`config.mk`:
```
export PLATFORM = sky130hd
export DESIGN_NAME = spi_master
export DESIGN_NICKNAME = d
export VERILOG_FILES = /design/src/rtl/spi_pkg.sv /design/src/rtl/spi_clk_gen.sv /design/src/rtl/spi_master.sv
export SDC_FILE = /design/constraint.sdc
export NUM_CORES = 1
export LEC_CHECK = 0
export CORE_MARGIN = 10
export CORE_UTILIZATION = 61
export DETAILED_ROUTE_END_ITERATION = 12
export PLACE_DENSITY = 0.84
export SETUP_SLACK_MARGIN = 0.02
export SYNTH_ARGS = -nofsm -noshare
export SYNTH_HDL_FRONTEND = slang
export SYNTH_HIERARCHICAL = 1
export SYNTH_SLANG_ARGS = --single-unit
```
`constraint.sdc`:
```
create_clock -name PCLK -period 3.6 [get_ports PCLK]
set_input_delay 0.36 -clock PCLK [delete_from_list [all_inputs] [get_ports PCLK]]
set_output_delay 0.36 -clock PCLK [all_outputs]
set_load 0.1 [all_outputs]
```
`src/rtl/spi_pkg.sv`:
```
// Shared definitions for the SPI master: mode encodings, FSM states and
// transfer geometry.
package spi_pkg;

    localparam int XFER_WIDTH = 8;
    localparam int EDGE_COUNT = 2 * XFER_WIDTH;

    localparam int CPOL_BIT = 1;
    localparam int CPHA_BIT = 0;

    typedef enum logic [1:0] {
        SPI_MODE0 = 2'b00,
        SPI_MODE1 = 2'b01,
        SPI_MODE2 = 2'b10,
        SPI_MODE3 = 2'b11
    } spi_mode_e;

    typedef enum logic [1:0] {
        ST_IDLE,
        ST_XFER,
        ST_LAST,
        ST_HOLD
    } spi_state_e;

endpackage

```
`src/rtl/spi_clk_gen.sv`:
```
// SCK generator: half-period down-counter producing an edge strobe and the
// toggling SCK level; parks SCK at idle_level whenever disabled.
module spi_clk_gen
    import spi_pkg::*;
#(
    parameter int HALF_DIV = 4
) (
    input  logic PCLK,
    input  logic PRESETn,
    input  logic en,
    input  logic idle_level,
    output logic edge_stb,
    output logic sck
);

    localparam logic [7:0] RELOAD = 8'(HALF_DIV - 1);

    logic [7:0] cnt;

    // The strobe marks the PCLK edge on which SCK toggles.
    assign edge_stb = en && (cnt == 8'd0);

    // NOTE: sequential state uses non-blocking assignments so every flop
    // samples pre-edge values, independent of statement order.
    always_ff @(posedge PCLK or negedge PRESETn) begin
        if (!PRESETn) begin
            cnt <= 8'd0;
            sck <= 1'b0;
        end else if (!en) begin
            cnt <= RELOAD;
            sck <= idle_level;
        end else if (edge_stb) begin
            cnt <= RELOAD;
            sck <= ~sck;
        end else begin
            cnt <= cnt - 8'd1;
        end
    end

endmodule

```
`src/rtl/spi_master.sv`:
```
// SPI master: one 8-bit full-duplex transfer per START in any of the four
// SPI modes, SCK derived from PCLK by a programmable half-period divider.
module spi_master
    import spi_pkg::*;
#(
    parameter int HALF_DIV = 4
) (
    input  logic       PCLK,
    input  logic       PRESETn,
    input  logic       START,
    input  logic [1:0] MODE,
    input  logic [7:0] TX_DATA,
    input  logic       MISO,
    output logic       SCK,
    output logic       MOSI,
    output logic       SS,
    output logic [7:0] RX_DATA,
    output logic       BUSY,
    output logic       DONE
);

    localparam logic [7:0] RELOAD    = 8'(HALF_DIV - 1);
    localparam logic [4:0] LAST_EDGE = 5'(EDGE_COUNT - 1);

    spi_state_e            state;
    logic [4:0]            edge_cnt;
    logic [7:0]            wait_cnt;
    logic [XFER_WIDTH-1:0] tx_sh;
    logic [XFER_WIDTH-1:0] rx_sh;
    logic                  cpol_q;
    logic                  cpha_q;

    logic edge_stb;
    logic clk_en;
    logic accept;
    logic idle_level;
    logic leading;

    // A request is also taken on the final HOLD cycle, giving an 18H cadence.
    assign accept     = START && ((state == ST_IDLE) ||
                                  ((state == ST_HOLD) && (wait_cnt == 8'd0)));
    assign clk_en     = (state == ST_XFER);
    assign idle_level = ((state == ST_IDLE) || accept) ? MODE[CPOL_BIT] : cpol_q;
    assign leading    = ~edge_cnt[0];

    spi_clk_gen #(
        .HALF_DIV (HALF_DIV)
    ) u_clk_gen (
        .PCLK       (PCLK),
        .PRESETn    (PRESETn),
        .en         (clk_en),
        .idle_level (idle_level),
        .edge_stb   (edge_stb),
        .sck        (SCK)
    );

    always_ff @(posedge PCLK or negedge PRESETn) begin
        if (!PRESETn) begin
            state    <= ST_IDLE;
            edge_cnt <= 5'd0;
            wait_cnt <= 8'd0;
            tx_sh    <= '0;
            rx_sh    <= '0;
            cpol_q   <= 1'b0;
            cpha_q   <= 1'b0;
            SS       <= 1'b1;
            MOSI     <= 1'b0;
            RX_DATA  <= 8'h00;
            BUSY     <= 1'b0;
            DONE     <= 1'b0;
        end else begin
            DONE <= 1'b0;

            case (state)
                ST_XFER: begin
                    if (edge_stb) begin
                        edge_cnt <= edge_cnt + 5'd1;
                        if (leading != cpha_q) begin
                            rx_sh <= {rx_sh[XFER_WIDTH-2:0], MISO};
                        end else if (cpha_q || (edge_cnt != LAST_EDGE)) begin
                            MOSI  <= tx_sh[XFER_WIDTH-1];
                            tx_sh <= {tx_sh[XFER_WIDTH-2:0], 1'b0};
                        end
                        if (edge_cnt == LAST_EDGE) begin
                            state    <= ST_LAST;
                            wait_cnt <= RELOAD;
                        end
                    end
                end

                ST_LAST: begin
                    if (wait_cnt == 8'd0) begin
                        SS       <= 1'b1;
                        RX_DATA  <= rx_sh;
                        DONE     <= 1'b1;
                        state    <= ST_HOLD;
                        wait_cnt <= RELOAD;
                    end else begin
                        wait_cnt <= wait_cnt - 8'd1;
                    end
                end

                ST_HOLD: begin
                    if (wait_cnt == 8'd0) begin
                        BUSY  <= 1'b0;
                        state <= ST_IDLE;
                    end else begin
                        wait_cnt <= wait_cnt - 8'd1;
                    end
                end

                default: ;
            endcase

            // Placed after the case so an accept on the last HOLD cycle
            // overrides the return to IDLE.
            if (accept) begin
                state    <= ST_XFER;
                SS       <= 1'b0;
                BUSY     <= 1'b1;
                cpol_q   <= MODE[CPOL_BIT];
                cpha_q   <= MODE[CPHA_BIT];
                edge_cnt <= 5'd0;
                rx_sh    <= '0;
                if (!MODE[CPHA_BIT]) begin
                    MOSI  <= TX_DATA[XFER_WIDTH-1];
                    tx_sh <= {TX_DATA[XFER_WIDTH-2:0], 1'b0};
                end else begin
                    tx_sh <= TX_DATA;
                end
            end
        end
    end

endmodule
```
**Yosys cells after proc, flatten, opt, wreduce, memory -nomap -nowiden**

Cells that the tools add are included.

- Logic and storage cells: 102
- Output and inout port bits: 13
- Bits of input ports: 14
- Bits in registers: 54

- Equality and inequality tests: 14
- Add/subtract/negate cells: 3
- Bitwise operators: 2
- Reduce and logical (&&, ||, !) cells: 26
- Multiplexer cells: 43

Operators by type and width:

| operator | count |
|---|---|
| $mux 8 | 16 |
| $pmux 8 s3 | 1 |
| $mux 1 | 17 |
| $logic_not 8->1 | 2 |
| $sub 8x1->8 const B | 2 |
| $mux 5 | 3 |
| $reduce_bool 2->1 | 7 |
| $mux 2 | 5 |
| $ne 3x3->1 const B | 3 |
| $ne 2x2->1 const B | 4 |
| $reduce_and 2->1 | 4 |
| $reduce_and 4->1 | 2 |
| $pmux 2 s3 | 1 |
| $add 5x1->5 const B | 1 |
| $eq 5x4->1 const B | 1 |
| $ne 5x4->1 const B | 1 |
| $reduce_and 5->1 | 1 |
| $eq 2x2->1 const B | 2 |
| $reduce_bool 4->1 | 1 |
| $logic_and 1x1->1 | 3 |
| $logic_or 1x1->1 | 3 |
| $ne 3x2->1 const B | 1 |
| $reduce_and 3->1 | 1 |
| $reduce_bool 3->1 | 1 |
| other kinds (4) | 5 |

**Longest topological paths before layout**

- Word-level depth: 8
- Gate-level depth with buffers: 10
- Depth with buffers taken out: 8

**Cells and area by module**

The synthesis kept the hierarchy.

By module, submodules not included:

| module | area each (µm²) | seq. area each (µm²) | cells each | instances |
|---|---|---|---|---|
| spi_master | 2326.0 | 1127.3 | 214 | 1 |
| spi_clk_gen | 447.9 | 225.2 | 45 | 1 |

**Worst setup path after synthesis**

Ideal clock, no wire load.

- Kind: register to register
- Start: register u_clk_gen.cnt[0]
- End: register rx_sh[1]
- Data required time: 3.479 ns
- Arrival time: 2.258 ns
- Stages on the path, launching flop included: 9
- Buffers on the path: 0
- Setup time: 0.121 ns
- Clock period less this slack: 2.379 ns
- Slack: 1.221 ns
- Cells stage by stage: dfrtp_1 inv_1 ha_1 or3b_1 nor3_1 nand3b_1 nor3_2 mux2i_1 nor2_1

- Longest elaborated chain between the ends: 4

Ends and longest elaborated chain:

| item | line | RTL |
|---|---|---|
| from (decl) | spi_clk_gen.sv:18 | `logic [7:0] cnt;` |
| from (signal assigned) | spi_clk_gen.sv:36 | `cnt <= cnt - 8'd1;` |
| $logic_not 8->1 | spi_clk_gen.sv:21 | `assign edge_stb = en && (cnt == 8'd0);` |
| $logic_and 1x1->1 | spi_clk_gen.sv:21 |  |
| via edge_stb | spi_master.sv:33 | `logic edge_stb;` |
| $reduce_bool 2->1 (no source line) | n/a |  |
| $reduce_and 3->1 (no source line) | n/a |  |
| to (signal assigned) | spi_master.sv:79 | `rx_sh <= {rx_sh[XFER_WIDTH-2:0], MISO};` |
| to (decl) | spi_master.sv:29 | `logic [XFER_WIDTH-1:0] rx_sh;` |

The timed path passes the listed nets, and every way through them passes these cells.
A chain may end at the register's enable or synchronous reset.

**Worst setup path after layout**

- Start: register u_clk_gen.cnt[0]
- End: register rx_sh[7]

Same word-level chain as after synthesis.

==> flow_metrics.tcl <==
set metrics [dict create \
    cts.clk_slew.worst_paths_ns 0.10 \
    synth_seq_cells 54 \
    numPortBuffers 26 \
    critPathCaptureType "flip-flop" \
    clock_sinks 54 \
    fmax_mhz 355 \
    root_buffer "clkbuf_8" \
    synth.distinct_cells 57 \
    antenna_found_initial 0 \
    cts_buffer_depth 2 \
    wirelength_um 5090 \
    synth_most_common_cell "dfrtp_1" \
    cp_max_fo 8 \
    ys_seq_area_share_pct 48.8 \
    drive_above_1_share_pct 11.3 \
    post_cts_buffers 0 \
    synthTopCellsByArea "dfrtp_1 48%, mux2i_1 6.1%, mux2_4 4.3%, nand2_1 3.1%, nor2_1 3.0%" \
    hp-class "input pin to async pin" \
    required_ns 3.79 \
    status "complete, no violations" \
    slew_headroom_pct 34.4 \
    grt_max_degree 43 \
    grt_pass1_wl_um 9250 \
    drt_iter0_drc 115 \
    cp.arrival_ns 3.01 \
    fin_crit_sh_pct 78.2 \
    cts_resized 0 \
    synth_common_cells "53 x dfrtp_1, 23 x nand2_1, 22 x nor2_1" \
    cts_hold_buf 0 \
    fp.dieH_um 87.4 \
    die_area_mm2 0.00764 \
    drc 0 \
    core_mm2 0.00438 \
    tritoncts "done" \
    worstPathCellList "inv_1, ha_1, or3b_1, nor3_1, nand3b_1, nor3_2, mux2i_1, nor2_1" \
    critPathKind "flip-flop to flip-flop" \
    antenna_left 0 \
    ys_warn_count 6 \
    peakVddDrop_mv 0.378 \
    initial_utilization_pct 63.3 \
    worstMarginPinSlew_ns 0.981 \
    rsz0062_at_grt "false" \
    rows 24 \
    numCtsBuffers 5 \
    p_leak_nw 1.45 \
    ios 27 \
    crit_family "simple AND/OR/NAND/NOR gates" \
    slew_viol_final 0 \
    vias 1979 \
    grt_usage_pct 15.0 \
    first_pass_iters 4 \
    fin_crit_ns 2.82 \
    dp_hpwl_um 3640 \
    grt_pass1_vias 1991 \
    skew_ns 0.00745 \
    setup_viol 0 \
    power.density_mw_per_mm2 572 \
    syn_area_per_cell_um2 10.7 \
    synth-edff-count 0 \
    finalWeightedCongestion 0.776 \
    yosysTopAreaCell "dfrtp_1" \
    fin_tns_setup_ns 0 \
    crit_buf_inv 1 \
    slowest_stage "nor3_2" \
    syn_nets 278 \
    via_per_inst 5.89 \
    htreeDepth 2 \
    synthArstFlopShare_pct 100 \
    fin_nets 302 \
    synth_top_area_share_pct 47.8 \
    ys.flop_type "dfrtp_1" \
    area_growth_pct 13.2 \
    overflow 0 \
    maxCapViolations 0 \
    die_x_um 87.4 \
    slowest_delay_ns 0.62 \
    antenna_cells 0 \
    wire_per_inst_um 15.2 \
    power_mw 1.79 \
    synth_cells 259 \
    hold_viol 0 \
    syn_area_mm2 0.00277 \
    cp-start-kind "flip-flop" \
    worst_skew_pair.late_latency_ns 0.31 \
]
layout make-up:
class	count	area [µm²]
flip-flops and latches	54	1350
repair buffers	28	270
fillers	315	1240
inverters	13	48.8
well taps	52	65.1
clock inverters	3	45.0
clock buffers	5	68.8
multi-input cells	181	1290
flip-flops by register name (all words and copies together) (netlist names), 2 cells and up:
| name | cells |
|---|---|
| RX_DATA | 8 |
| edge_cnt | 5 |
| rx_sh | 8 |
| state | 2 |
| tx_sh | 8 |
| u_clk_gen/cnt | 8 |
| wait_cnt | 8 |
worst reg2reg max path: stages, from the launching register on:
cell      delay, ns
dfrtp_1        0.43
inv_1          0.08
ha_1           0.28
or3b_1         0.45
nor3_1         0.30
nand3b_1       0.16
nor3_2         0.62
mux2i_1        0.31
nor2_1         0.06
worst paths after layout:
check / depth (start not counted) / end / start / slack, ns
hold reg to reg: 2 / SS / SS / 0.48
min in group PCLK: 2 / SS / SS / 0.48
setup / recovery: 8 / rx_sh[7] / u_clk_gen/cnt[0] / 0.78
max in group asynchronous: 2 / SS / PRESETn / 2.65
setup reg to reg: 8 / rx_sh[7] / u_clk_gen/cnt[0] / 0.78
hold / removal: 1 / u_clk_gen/cnt[3] / PRESETn / 0.17
kinds of logic after synthesis:
| group | after synthesis | share of synthesized area [%] |
|---|---|---|
| buf+inv | 24 | 4.78 |
| mux | 26 | 10.9 |
| simple gates | 93 | 19.0 |
| xor+xnor | 4 | 1.26 |
| fa+ha+maj | 5 | 2.26 |
| flops | 54 | 48.8 |
| compound gates | 53 | 13.1 |
cell usage in the layout (no fill, tap or decap), drive strengths merged, types with 3 or more instances in the layout:
cell type,netlist,routed
nor2b,3,3
inv,13,13
nor3,6,6
nand2,23,23
ha,5,5
a31oi,3,3
mux2,9,9
o211ai,9,9
o2bb2ai,3,3
clkbuf,6,5
buf,5,3
a21oi,10,10
nor3b,3,3
nor2,22,22
nand2b,3,3
o21ai,13,13
nand3,11,11
mux2i,17,17
dfrtp,53,53
a22o,3,3
o31ai,3,3
clkdlybuf4s50,0,25
or4,3,3
per-layer routing:
layer	share of wire, %	global-route usage [%]	up-vias
li1	-	-	981
met1	46	18.7	964
met2	48	23.4	26
met3	4.2	4.78	8
met4	1.6	5.65	0
met5	0	0	-
through the flow:
stage          hold slack, ns  area, µm²  setup slack (ns)  utilization, %  instances
2_1_floorplan          0.0644       2770              1.22               -        259
3_3_place_gp            0.452       3030             0.927            69.0        328
3_5_place_dp            0.464       3030             0.795            69.0        328
4_1_cts                 0.191       3140             0.775            71.6        336
5_1_grt                 0.243       3140             0.523            71.6        336
6_report                0.166       3140             0.783            71.6        336
where the power goes:
| part | internal, mW | switching, mW | total [mW] |
|---|---|---|---|
| logic | 0.206 | 0.283 | 0.489 |
| clock network | 0.207 | 0.198 | 0.405 |
| registers | 0.766 | 0.136 | 0.901 |
Power figures use the tool's default switching activity.
